===== config.mk =====
export PLATFORM = sky130hd
export DESIGN_NAME = serial_adder
export DESIGN_NICKNAME = d
export VERILOG_FILES = /design/src/rtl/serial_adder_pkg.sv /design/src/rtl/full_adder.sv /design/src/rtl/serial_adder.sv
export SDC_FILE = /design/constraint.sdc
export NUM_CORES = 1
export LEC_CHECK = 0
export BUFFER_PORTS_ARGS = -buffer_cell sky130_fd_sc_hd__buf_2
export CAP_MARGIN = 20
export CORE_UTILIZATION = 59
export CTS_CLUSTER_SIZE = 28
export DETAILED_ROUTE_END_ITERATION = 10
export PLACE_DENSITY = 0.84
export RECOVER_POWER = 100
export SYNTH_ARGS = -nofsm -noshare
export SYNTH_HDL_FRONTEND = slang
export SYNTH_SLANG_ARGS = --single-unit

===== constraint.sdc =====
create_clock -name clk -period 6.8 [get_ports clk]
set_input_delay 0.68 -clock clk [delete_from_list [all_inputs] [get_ports clk]]
set_output_delay 0.68 -clock clk [all_outputs]
set_load 0.02 [all_outputs]

===== src/rtl/serial_adder_pkg.sv =====
// Shared types and helpers for the serial (chunk-at-a-time) adder.
//   sadd_state_t : controller state encoding
//   nchunks()    : number of chunks an operand is split into
package serial_adder_pkg;

  typedef enum logic [1:0] {
    IDLE = 2'b00,
    RUN  = 2'b01,
    DONE = 2'b10
  } sadd_state_t;

  function automatic int unsigned nchunks(input int unsigned width, input int unsigned chunk);
    return width / chunk;
  endfunction

endpackage


===== src/rtl/full_adder.sv =====
// Single-bit full adder cell used to build the ripple chain.
//   a, b  : addend bits
//   c     : carry in
//   sum   : sum bit
//   carry : carry out
module full_adder (
  input  logic a,
  input  logic b,
  input  logic c,
  output logic sum,
  output logic carry
);

  assign sum   = a ^ b ^ c;
  assign carry = (a & b) | (a & c) | (b & c);

endmodule


===== src/rtl/serial_adder.sv =====
// Multi-cycle unsigned adder: sum = a + b + cin, CHUNK bits per clock.
//   clk, rst_n : clock, asynchronous active-low reset
//   start      : request, sampled when not busy (IDLE or DONE)
//   a, b, cin  : operands, captured on the accepted start edge
//   busy       : high while the addition is in progress
//   done       : one-cycle pulse when sum/cout are valid
//   sum, cout  : result, held until the next accepted start
module serial_adder
  import serial_adder_pkg::*;
#(
  parameter int unsigned WIDTH = 8,
  parameter int unsigned CHUNK = 1
) (
  input  logic             clk,
  input  logic             rst_n,
  input  logic             start,
  input  logic [WIDTH-1:0] a,
  input  logic [WIDTH-1:0] b,
  input  logic             cin,
  output logic             busy,
  output logic             done,
  output logic [WIDTH-1:0] sum,
  output logic             cout
);

  localparam int unsigned NCH = nchunks(WIDTH, CHUNK);
  localparam int unsigned CW  = $clog2(NCH) + 1;

  if (WIDTH < 1 || CHUNK < 1 || CHUNK > WIDTH || (WIDTH % CHUNK) != 0) begin : g_param_err
    $error("serial_adder: need 1<=CHUNK<=WIDTH and WIDTH%%CHUNK==0");
  end

  sadd_state_t      state_q, state_d;
  logic [CW-1:0]    cnt_q, cnt_d;
  logic [WIDTH-1:0] a_q, a_d;
  logic [WIDTH-1:0] b_q, b_d;
  logic             carry_q, carry_d;
  logic [WIDTH-1:0] sum_q, sum_d;
  logic             cout_q, cout_d;

  // Chunk select: shift the latched operands so the active chunk sits at bit 0.
  logic [31:0]      shamt;
  logic [WIDTH-1:0] a_shift, b_shift;
  logic [CHUNK-1:0] a_chunk, b_chunk, s_chunk;
  logic [CHUNK:0]   c_chain;
  logic [WIDTH-1:0] chunk_mask;
  logic             last_chunk;

  assign shamt      = 32'(cnt_q) * 32'(CHUNK);
  assign a_shift    = a_q >> shamt;
  assign b_shift    = b_q >> shamt;
  assign a_chunk    = a_shift[CHUNK-1:0];
  assign b_chunk    = b_shift[CHUNK-1:0];
  assign chunk_mask = WIDTH'({CHUNK{1'b1}}) << shamt;
  assign last_chunk = (cnt_q == CW'(NCH - 1));

  assign c_chain[0] = carry_q;

  for (genvar i = 0; i < CHUNK; i++) begin : g_chain
    full_adder u_fa (
      .a     (a_chunk[i]),
      .b     (b_chunk[i]),
      .c     (c_chain[i]),
      .sum   (s_chunk[i]),
      .carry (c_chain[i+1])
    );
  end

  always_comb begin
    state_d = state_q;
    cnt_d   = cnt_q;
    a_d     = a_q;
    b_d     = b_q;
    carry_d = carry_q;
    sum_d   = sum_q;
    cout_d  = cout_q;
    unique case (state_q)
      IDLE, DONE: begin
        // DONE accepts a new start just like IDLE so back-to-back ops lose no cycle.
        if (start) begin
          a_d     = a;
          b_d     = b;
          carry_d = cin;
          cnt_d   = '0;
          sum_d   = '0;
          cout_d  = 1'b0;
          state_d = RUN;
        end else begin
          state_d = IDLE;
        end
      end
      RUN: begin
        sum_d   = (sum_q & ~chunk_mask) | ((WIDTH'(s_chunk) << shamt) & chunk_mask);
        carry_d = c_chain[CHUNK];
        cnt_d   = cnt_q + CW'(1);
        if (last_chunk) begin
          cout_d  = c_chain[CHUNK];
          state_d = DONE;
        end
      end
      default: state_d = IDLE;
    endcase
  end

  always_ff @(posedge clk or negedge rst_n) begin
    if (!rst_n) begin
      state_q <= IDLE;
      cnt_q   <= '0;
      a_q     <= '0;
      b_q     <= '0;
      carry_q <= 1'b0;
      sum_q   <= '0;
      cout_q  <= 1'b0;
    end else begin
      state_q <= state_d;
      cnt_q   <= cnt_d;
      a_q     <= a_d;
      b_q     <= b_d;
      carry_q <= carry_d;
      sum_q   <= sum_d;
      cout_q  <= cout_d;
    end
  end

  assign busy = (state_q == RUN);
  assign done = (state_q == DONE);
  assign sum  = sum_q;
  assign cout = cout_q;

endmodule


Word level (Yosys, flattened, before mapping)
Index checks and enable logic that the tools add are counted.
{ "classes": {"addsub": 1, "eq_ne": 5, "muxes": 12, "magnitude_cmp": 0, "n_div": 0, "reduce_logical": 6, "shift": 4, "n_mul": 0, "bitwise_logic": 11} }
{ "ops": {"columns": ["op", "count"], "rows": [
  ["AND 8 bit", 2],
  ["one-hot mux 8 bit (2 select lines)", 1],
  ["right shift 8 x 4 -> 1 bit", 2],
  ["2-to-1 mux 8 bit", 1],
  ["NOT 8 bit", 1],
  ["bitwise OR 8 bit", 1],
  ["one-hot mux 4 bit (2 select lines)", 1],
  ["<< shifter 1 x 4 -> 8 bit", 1],
  ["<< shifter 1 x 4 -> 8 bit (first input constant)", 1],
  ["adder 4 x 1 -> 4 bit (second input constant)", 1],
  ["== test 4 x 3 -> 1 bit (second input constant)", 1],
  ["2-to-1 mux 1 bit", 4],
  ["2-to-1 mux 4 bit", 1],
  ["one-hot mux 1 bit (2 select lines)", 2],
  ["one-hot mux 2 bit (2 select lines)", 1],
  ["AND reduction 2 bit", 2],
  ["AND 1 bit", 3],
  ["AND reduction 3 bit", 1],
  ["== test 2 x 1 -> 1 bit (second input constant)", 1],
  ["== test 2 bit (second input constant)", 1],
  ["zero test 2 bit", 1],
  ["2-to-1 mux 2 bit", 1],
  ["inequality test 2 x 1 -> 1 bit (second input constant)", 1],
  ["inequality test 2 bit (second input constant)", 1],
  ["4 further kinds", 6]
]} }
{ "word_totals": {"latch_bits": 0, "ram_bits": 0, "out_inout_bits": 11, "register_bits": 32, "wordCells": 46, "memories": 0, "rom_bits": 0} }

Longest topological paths before layout
Gate-level depths: netlist (run 1).
{ "depth": {"depth_word": 7, "depth_mapped": 8, "depth_no_buf": 7} }

Modules after synthesis
A second synthesis (run 1) with hierarchy kept.
{ "unflattened": {"cells_unflattened": 168, "area_unflattened_um2": 1670.4} }
{ "modules_own_cells": {"columns": ["module", "cells_each", "area_each_um2", "seq_area_each_um2", "n_inst"], "rows": [
  ["serial_adder", 167, 1650.3, 800.8, 1],
  ["full_adder", 1, 20.0, 0.0, 1]
]} }

Least setup slack after synthesis (run 1)
Ideal clock, no wire load.
{ "synth_timing": {"path_type": "register to register", "startpoint": "reg cnt_q[1]", "endpoint": "reg sum_q[3] (netlist: sum[3])", "slack_ns": 4.574, "arrival_time_ns": 2.147, "required_time_ns": 6.721, "stages_incl_launch_ff": 7, "synth_period_minus_slack_ns": 2.226, "cell_sequence": "dfrtp_1 > buf_4 > mux4_2 > o211ai_1 > fa_1 > or3_1 > mux2i_1"} }
{ "synth_via": {"elab_chain_cells": 7, "word_cells_on_any_way": 11} }
{ "synth_rtl": {"columns": ["element", "line", "text"], "rows": [
  ["start: declaration", "serial_adder.sv:34", "logic [CW-1:0] cnt_q, cnt_d;"],
  ["start signal: assignment", "serial_adder.sv:116", "cnt_q <= cnt_d;"],
  ["right shift 8 x 4 -> 1 bit, on equally long branches", "serial_adder.sv:50, serial_adder.sv:51", null],
  ["bitwise XOR 1 bit (2 in a row)", "full_adder.sv:14", "assign sum = a ^ b ^ c;"],
  ["<< shifter 1 x 4 -> 8 bit", "serial_adder.sv:93", "sum_d = (sum_q & ~chunk_mask) | ((WIDTH'(s_chunk) << shamt) & chunk_mask);"],
  ["AND 8 bit", "serial_adder.sv:93", null],
  ["bitwise OR 8 bit *", "serial_adder.sv:93", null],
  ["one-hot mux 8 bit (2 select lines) *", "serial_adder.sv:77", "unique case (state_q)"],
  ["end signal: assignment", "serial_adder.sv:120", "sum_q <= sum_d;"],
  ["end: declaration", "serial_adder.sv:38", "logic [WIDTH-1:0] sum_q, sum_d;"]
]} }
Every way passes the cells marked *; elsewhere a longest branch is shown, timed or not.
A chain may end at the register's enable or synchronous reset.

Worst setup path in the final report (run 1)
{ "layout_timing": {"startpoint": "reg state_q[0]", "endpoint": "out busy"} }
{ "layout_via": {"elab_chain_cells": 1} }
{ "layout_rtl": {"columns": ["element", "line", "text"], "rows": [
  ["start: declaration", "serial_adder.sv:33", "sadd_state_t state_q, state_d;"],
  ["start signal: assignment", "serial_adder.sv:115", "state_q <= state_d;"],
  ["== test 2 x 1 -> 1 bit", "serial_adder.sv:125", "assign busy = (state_q == RUN);"],
  ["end: declaration", "serial_adder.sv:20", "output logic busy,"]
]} }
Every way passes these cells.

==> results of run 1 <==
## cell usage after synthesis, types with 2 or more instances
cell type / n
sky130_fd_sc_hd__ha_1: 6
sky130_fd_sc_hd__or3_1: 3
sky130_fd_sc_hd__mux4_2: 2
sky130_fd_sc_hd__nand2b_1: 2
sky130_fd_sc_hd__clkbuf_1: 4
sky130_fd_sc_hd__buf_2: 2
sky130_fd_sc_hd__buf_4: 3
sky130_fd_sc_hd__mux2i_1: 13
sky130_fd_sc_hd__inv_1: 3
sky130_fd_sc_hd__nand2_1: 55
sky130_fd_sc_hd__a31oi_1: 2
sky130_fd_sc_hd__nor3b_1: 3
sky130_fd_sc_hd__o211ai_1: 2
sky130_fd_sc_hd__nor2_1: 3
sky130_fd_sc_hd__dfrtp_1: 32
sky130_fd_sc_hd__and4_1: 2
sky130_fd_sc_hd__and3b_1: 3
sky130_fd_sc_hd__a22o_1: 7
sky130_fd_sc_hd__nor2b_1: 3
## logic make-up (layout without fill, tap and decap cells)
| logic type | after synthesis | after routing |
|---|---|---|
| AO/OA/AOI/OAI | 17 | 17 |
| adder cells (fa/ha/maj) | 7 | 7 |
| buffers and inverters | 17 | 44 |
| flip-flops | 32 | 32 |
| multiplexers | 15 | 15 |
| AND/OR/NAND/NOR | 80 | 80 |
## routing by layer
| layer | up-vias | track usage (%) | share of wire [%] |
|---|---|---|---|
| li1 | 620 | - | - |
| met5 | - | 0 | 0 |
| met2 | 35 | 39.24 | 49 |
| met3 | 12 | 7.963 | 4.6 |
| met1 | 609 | 29.27 | 44 |
| met4 | 0 | 11.79 | 3.1 |
## final cells by class
type                       count  area [um^2]
clock inverter                 1        5.005
inverter                       6        23.77
clock buffer                   6        41.29
fill                         239        899.6
tap                           31        38.79
timing repair buffer          31        142.6
sequential                    32        800.8
multi-input combinational    119        782.0
## state kept, by name, indices dropped and copies added, names as in the netlist
name,flops
state_q,2
b_q,8
sum,8
cnt_q,4
a_q,8
cout,1
carry_q,1
## metrics by stage
step	utilization, %	cells
after floorplan	-	168
after global placement	66.32	219
after detailed placement	66.32	219
after CTS	68.01	226
after global routing	67.09	226
final	67.09	226
## power by group
group	internal (mW)	switching, mW
clock network	0.0380	0.0606
logic	0.173	0.222
registers	0.271	0.0828
total	0.481	0.365
## tightest hold or removal path, cell delays in order (launching register included)
cell and delay (ns):
sky130_fd_sc_hd__dfrtp_1 0.35, sky130_fd_sc_hd__nand2_1 0.05, sky130_fd_sc_hd__nand2_1 0.05
## worst min-delay path by stage
stage               cells after the start  slack, ns  startpoint          to
finish                                  2       0.49      a_q[1]      a_q[1]
CTS                                     1       0.39       rst_n  state_q[0]
floorplan                               0       0.38       rst_n      a_q[0]
global route                            2       0.51      b_q[2]      b_q[2]
detailed placement                      2       0.46      a_q[1]      a_q[1]
global placement                        2       0.46      b_q[5]      b_q[5]
==> metrics.md, run 1 <==
| Metric | Value |
|---|---|
| Number of search-and-repair iterations in the first detailed-routing pass | `4` |
| Clock period minus worst slack | `2.637 ns` |
| Adder and majority cell fraction of the synthesized area | `5.625%` |
| CP Depth | `3` |
| Synthesized-area fraction occupied by ao, oa, aoi and oai cells | `about 8.6%` |
| Placement-stage cell area | `1813 um^2` |
| Number of warning messages in the yosys log | `0` |
| Cells on worst reg2reg path | `6` |
| Actual transition at the worst max-transition pin | `1.638 ns` |
| Max Transition Viols Final | `33` |
| Ordered cell list for the critical path | `nand2b_1 > clkinvlp_2 > clkbuf_1` |
| Number of hold violations in the final report | `0` |
| Die H | `55.53 um` |
| Critical path data required time | `~6.1 ns` |
| Count of state elements after synthesis | `32` |
| TritonCTS buffer count | `5` |
| Pwr dens | `~460 nW/um^2` |
| Arrival time at the worst endpoint | `1.96 ns` |
| Setup Viol. Count Final | `0` |
| Commonest cells after routing, fill and taps aside | `55 x sky130_fd_sc_hd__nand2_1, 32 x sky130_fd_sc_hd__dfrtp_1, 18 x sky130_fd_sc_hd__buf_2` |
| Crit. Startpoint | `state_q[0]` |
| H-tree depth | `2` |
| Relative slew margins | `-9.229%` |
| Type of destination of the critical path | `output pin` |
| Category of cells accounting for the largest share of critical-path delay | `buffers and inverters` |
| Post-route worst hold slack | `approximately 0.5 ns` |
| Area share of the largest cell type after synthesis | `47.37%` |
| Count of unresolved DRC violations after routing | `0` |
| Clk pin slew, worst setup/hold paths | `about 0.1 ns` |
| Top cells by area, synth | `sky130_fd_sc_hd__dfrtp_1 47%, sky130_fd_sc_hd__nand2_1 12%, sky130_fd_sc_hd__mux2i_1 7.7%` |
| Area of all placed cells without fillers | `1834 um^2` |
| Area share of and/or/nand/nor cells after synthesis | `22.28%` |
| Post-route worst setup slack | `4.163 ns` |
| Synthesized instance count | `168` |
| Buffers & Inverters on Critical Path | `2` |
| Clock tree from TritonCTS | `done` |
| Reg-to-reg slack, setup | `roughly 4.3 ns` |
| Diode count | `0` |
| Maximum count of clock buffers along a single path | `2` |
| Maximum clock rate | `0.3792 GHz` |
| Beginning of the worst register-to-register path | `cnt_q[1]` |
| Mean number of vias per cell | `5.646` |
| Maximum number of pins on one net before global-route repair | `33` |
| Crit Path Max Fanout | `14` |
| Net count after synthesis | `195` |
| Result of the run | `finished, violations left` |
| Net count reported at finish | `approximately 220` |
| Placement row count | `19` |
| Largest family of logic cells by synthesized area | `simple AND/OR/NAND/NOR gates` |
| Worst setup path end | `busy` |
| Startpoint types | `flop` |
| CP max-delay cell | `sky130_fd_sc_hd__clkinvlp_2` |
| Number of global-route vias before repair | `1,273` |
| Core area | `2734 um^2` |
| Number of enable-type register cells in the synthesized netlist | `0` |
| Syn avg cell area | `10.06 um^2` |
| Setup WS pre-CTS | `4.359 ns` |
| Synth area leader | `sky130_fd_sc_hd__dfrtp_1` |
| Tot GR Track Use | `24.29%` |
| Starting density of the core | `61.83%` |
| Share of layout cells above drive strength 1 | `between 10% and 20%` |
| Grt total ovfl | `0` |
| Design Power | `0.8463 mW` |
| Summed negative setup slack over all endpoints | `0 ns` |
| Class of the most critical hold timing path | `reg2reg` |
| Via count of the routed design | `about 1,300` |
| I/O Buffers | `30` |
| Number of setup buffers added after CTS | `0` |
| Clock root buffer | `sky130_fd_sc_hd__clkbuf_4` |
| Violations in the final reports | `max-capacitance violations, max-slew violations` |
| Global-route wire length before repair | `5664 um` |
| Worst IR Drop VDD | `between 0.2 and 0.3 mV` |
| Area enclosed by the die boundary | `3083 um^2` |
| Horizontal die dimension | `around 56 um` |
| Final weighted congestion of routability-driven global placement | `a little over 0.8` |
| Most common cell after layout, fill and taps aside | `sky130_fd_sc_hd__nand2_1` |
| Hold buffer count at CTS | `0` |
| Period Utilization, post-route | `38.78%` |
| Antenna violations before repair | `0` |
| Critical path class | `reg2out` |
| Area added between synthesis and finish | `8.512%` |
| Remaining number of nets flagged by the antenna check after routing | `0` |
| Post-synthesis sequential area ratio | `47.37%` |
| Routed length per placed instance | `approximately 15 um` |
| Xor and xnor area share after synthesis | `0%` |
| Count of maximum capacitance violations | `1` |
| Ys flop type | `sky130_fd_sc_hd__dfrtp_1` |
| Cell area after synthesis | `1690 um^2` |
| Unrepaired setup endpoints after global routing | `false` |
| Proportion of register bits with asynchronous set or reset after synthesis | `100.0%` |
| Number of instances resized during post-cts repair | `0` |
| Mux contribution to synthesized area | `just over 10%` |
| Leak | `0.9567 nW` |
| Post-DP HPWL | `2302 um` |
| Latest clock arrival within the worst-skew pair | `0.34 ns` |
| Routed wire length | `roughly 3300 um` |
| Largest stage delay, worst path | `between 0.5 and 0.6 ns` |
| Clock sink total | `32` |
| Top-level port count | `31` |
| Number of violations reported at the end of detailed-routing iteration 0 | `33` |
| Setup clock skew after layout | `roughly 0.017 ns` |
| Count of unique library cells instantiated by Yosys | `37` |
| Capture point of the worst reg-to-reg path | `sum[0]` |
Note: power is estimated with default switching activity, not from simulation.
==> inputs of run 2 (changes only) <==
--- a/config.mk
+++ b/config.mk
@@ -5,12 +5,13 @@
 export SDC_FILE = /design/constraint.sdc
 export NUM_CORES = 1
 export LEC_CHECK = 0
+export ABC_AREA = 1
 export BUFFER_PORTS_ARGS = -buffer_cell sky130_fd_sc_hd__buf_2
 export CAP_MARGIN = 20
-export CORE_UTILIZATION = 59
+export CORE_UTILIZATION = 49
 export CTS_CLUSTER_SIZE = 28
 export DETAILED_ROUTE_END_ITERATION = 10
-export PLACE_DENSITY = 0.84
+export PLACE_DENSITY = 0.74
 export RECOVER_POWER = 100
 export SYNTH_ARGS = -nofsm -noshare
 export SYNTH_HDL_FRONTEND = slang
==> constraint.sdc (replaced) <==
create_clock -name clk -period 2.1 [get_ports clk]
set_input_delay 0.21 -clock clk [delete_from_list [all_inputs] [get_ports clk]]
set_output_delay 0.21 -clock clk [all_outputs]
set_load 0.02 [all_outputs]
==> run 2 against run 1 <==
Against the previous run:
- the flow now finishes without violations
- sequential power grew to 3.0 times the previous value
- core utilization shrank 7.2 points
- setup slack lost 4.0 ns
- synthesized cell count grew 33%
- critical endpoint is now sum[6]
- largest cell class unchanged
==> metrics.md, run 2 <==
| Metric | Value |
|---|---|
| Result of the run | `complete, no violations` |
| Top cells by area, synth | `sky130_fd_sc_hd__dfrtp_1 46%, sky130_fd_sc_hd__nand2_1 12%, sky130_fd_sc_hd__nand3_1 7.5%` |
| Maximum count of clock buffers along a single path | `2 (unchanged)` |
| Setup clock skew after layout | `0.006761 ns (-0.01070 ns)` |
| Maximum clock rate | `0.5085 GHz` |
| Period Utilization, post-route | `93.64%` |
| Grt total ovfl | `0 (unchanged)` |
| Fraction of met1 tracks used by global routing | `26.70% (-2.6 points)` |
| Startpoint types | `flop` |
| Clock tree from TritonCTS | `done` |
| Critical path class | `reg2reg` |
| Beginning of the worst register-to-register path | `cnt_q[0]` |
| Core area | `3363 um^2 (+23%)` |
| Placement row count | `21 (+2)` |
| Ys flop type | `sky130_fd_sc_hd__dfrtp_1` |
| Pwr dens | `1621 nW/um^2 (+250%)` |
| Top-level port count | `31 (unchanged)` |
| Clk pin slew, worst setup/hold paths | `0.10 ns (about the same)` |
| Launch point of the worst hold path | `b[6]` |
| Count of unique library cells instantiated by Yosys | `22 (-41%)` |
| CP max-delay cell | `sky130_fd_sc_hd__fa_1` |
| Mean number of vias per cell | `4.895 (-13%)` |
| Worst IR Drop VDD | `0.6784 mV (+130%)` |
| Number of global-route vias before repair | `1,351 (+6.1%)` |
| Cell repeated most along the worst path | `sky130_fd_sc_hd__nand2_1` |
| Placed Cells incl. Taps | `296 (+35%)` |
| Endpoint with the worst hold slack | `b_q[6]` |
| Leak | `1.092 nW (+14%)` |
| Ordered cell list for the critical path | `buf_6 > nand2_1 > nand3_1 > nand2_1 > nand2_1 > nand2_1 > inv_1 > fa_1 > inv_2 > nand3_2 > nand3_1 > nand3_1 > nand2_1` |
| Tot GR Track Use | `20.67% (-3.6 points)` |
| Number of standard cells in the layout, taps in and fillers out | `306 (+35%)` |
| Maximum number of pins on one net before global-route repair | `37 (+12%)` |
| Design Power | `3.268 mW (+290%)` |
| Max Transition Viols Final | `0 (-100%)` |
| Actual transition at the worst max-transition pin | `1.080 ns (-0.5589 ns)` |
| Most common cell after layout, fill and taps aside | `sky130_fd_sc_hd__nand2_1` |
| Met3 track demand over resource | `5.672% (-2.3 points)` |
| Routed wire length | `3405 um (+2.6%)` |
| Library cell with the highest instance count after synthesis | `sky130_fd_sc_hd__nand2_1` |
| Count of state elements after synthesis | `32 (unchanged)` |
| Proportion of register bits with asynchronous set or reset after synthesis | `100.0% (unchanged)` |
| Number of warning messages in the yosys log | `0 (unchanged)` |
| Number of hold violations in the final report | `0 (unchanged)` |
| Fillcell total | `335 (+40%)` |
| Met2 Use GR | `33.85% (-5.4 points)` |
| Starting density of the core | `51.49% (-10 points)` |
| Diode count | `0 (unchanged)` |
| Arrival time at the worst endpoint | `2.21 ns (+0.25 ns)` |
| Via count of the routed design | `1,498 (+17%)` |
| H-tree depth | `2 (unchanged)` |
| Summed negative setup slack over all endpoints | `0 ns (unchanged)` |
| Count of unresolved DRC violations after routing | `0 (unchanged)` |
| Capture point of the worst reg-to-reg path | `sum[6]` |
| Class of the most critical hold timing path | `in2reg` |
| Relative slew margins | `27.86% (+37 points)` |
| Clock root buffer | `sky130_fd_sc_hd__clkbuf_4` |
| Cell area after synthesis | `1732 um^2 (+2.4%)` |
| Global-route wire length before repair | `5637 um (-0.48%)` |
| Area share of the largest cell type after synthesis | `46.24% (-1.1 points)` |
| Crit Path Max Fanout | `8 (-6)` |
| Reg-to-reg slack, setup | `0.13 ns (-4.21 ns)` |
| Largest stage delay, worst path | `0.55 ns (-0.04 ns)` |
| I/O Buffers | `30 (unchanged)` |
| Setup Viol. Count Final | `0 (unchanged)` |
| Number of search-and-repair iterations in the first detailed-routing pass | `4 (unchanged)` |
| Share of layout cells above drive strength 1 | `19.23% (+4.9 points)` |
| Net count after synthesis | `250 (+28%)` |
| Global routing's busiest layer | `met2` |
| TritonCTS buffer count | `5 (unchanged)` |
| Net count reported at finish | `286 (+29%)` |
| Critical path data required time | `2.34 ns (-3.78 ns)` |
| Syn avg cell area | `7.765 um^2 (-23%)` |
| Cells on worst reg2reg path | `13 (+7)` |
| Synth area leader | `sky130_fd_sc_hd__dfrtp_1` |
| Area added between synthesis and finish | `16.40%` |
| Number of enable-type register cells in the synthesized netlist | `0 (unchanged)` |
| Remaining number of nets flagged by the antenna check after routing | `0 (unchanged)` |
| Final weighted congestion of routability-driven global placement | `0.8180 (+0.86%)` |
| Count of maximum capacitance violations | `0 (-1)` |
| Synthesized instance count | `223 (+33%)` |
| Type of destination of the critical path | `flop` |
| Post-route worst setup slack | `0.1336 ns (-4.030 ns)` |
| Placement-stage cell area | `1918 um^2 (+5.8%)` |
| Area of all placed cells without fillers | `2016 um^2 (+9.9%)` |
| Post-DP HPWL | `2403 um (+4.4%)` |
| Clock sink total | `32 (unchanged)` |
| Antenna violations before repair | `0 (unchanged)` |
| Clock period minus worst slack | `1.966 ns` |
| Number of violations reported at the end of detailed-routing iteration 0 | `34 (+3.0%)` |
| Commonest cells after routing, fill and taps aside | `55 x sky130_fd_sc_hd__nand2_1, 31 x sky130_fd_sc_hd__inv_1, 31 x sky130_fd_sc_hd__dfrtp_1` |
| Horizontal die dimension | `61.45 um (+11%)` |
| Cell types with the highest counts after synthesis | `54 x sky130_fd_sc_hd__nand2_1, 33 x sky130_fd_sc_hd__inv_1, 32 x sky130_fd_sc_hd__dfrtp_1` |
| Area enclosed by the die boundary | `3775 um^2 (+22%)` |
| Post-synthesis sequential area ratio | `46.24% (-1.1 points)` |
| Die H | `61.45 um (+11%)` |
| Routed length per placed instance | `11.13 um (-24%)` |
| Setup WS pre-CTS | `0.1248 ns (-4.234 ns)` |
| Latest clock arrival within the worst-skew pair | `0.34 ns (about the same)` |
| Hold Path Depth | `3 (+1)` |
[run 2: cell count changes after synthesis, sizes merged, moves of 4 or more]
cell,before,now
a21oi,0,16
a22o,7,0
clkbuf,4,0
inv,4,39
mux2i,13,0
nand3,1,26
nor2,4,23
o21ai,1,9
[run 2: worst max-delay path by stage]
stage,endpoint,start,slack [ns]
final,sum[6],cnt_q[0],0.13
after detailed placement,sum[6],cnt_q[1],0.12
after floorplan,sum[1],cnt_q[1],0.24
after global placement,sum[6],cnt_q[1],0.15
after CTS,sum[6],cnt_q[1],0.08
after global routing,sum[2],cnt_q[0],-0.009
[run 2: cell families (layout without fill, tap and decap cells)]
group,after synthesis,after routing,synth area share [%]
simple gates,109,109,27.75
buf+inv,46,83,11.42
flops,32,32,46.24
compound gates,29,29,9.105
fa+ha+maj,7,7,5.491
[run 2: routing by layer]
metal	vias to the layer above	routed length, um	share of wire [%]
met5	-	0	0
met3	5	148	4.3
li1	771	-	-
met1	691	1653	49
met4	0	52	1.5
met2	31	1551	46
[run 2: what timing repair did]
item                                    CTS  global route
buffers inserted                          0             1
hold buffers                              1             0
gates resized for setup                   0            10
endpoints found under the setup margin    0             8
endpoints found under the hold margin    32             0
[run 2: critical path, delay by kind of cell, from the launching register on]
family | cells | cell delay (ns)
buf+inv | 3 | 0.27
flops | 1 | 0.43
simple gates | 9 | 0.62
fa+ha+maj | 1 | 0.55
[run 2: cell type report]
| cell class | instances | area (um^2) | share of cell area, % |
|---|---|---|---|
| clock buffer | 6 | 41.29 | 2.048 |
| clock inverter | 2 | 35.03 | 1.738 |
| inverter | 39 | 148.9 | 7.387 |
| multi-input combinational | 145 | 745.7 | 37.00 |
| sequential | 32 | 802.0 | 39.79 |
| tap | 46 | 57.56 | 2.855 |
| timing repair buffer | 36 | 185.2 | 9.187 |
[run 2: per-stage QoR]
step / hold WS [ns] / utilization (%)
2_1_floorplan: -0.08559 / -
5_1_grt: 0.1064 / 59.93
3_3_place_gp: 0.2983 / 57.03
3_5_place_dp: 0.3028 / 57.03
4_1_cts: 0.1060 / 59.60
6_report: 0.1108 / 59.93
[run 2: power breakdown]
part           internal, mW  switching, mW  total (mW)  leakage, nW
combinational         0.610           1.14        1.75        0.674
clock                 0.249          0.214       0.464       0.0422
sequential            0.896          0.156        1.05        0.376
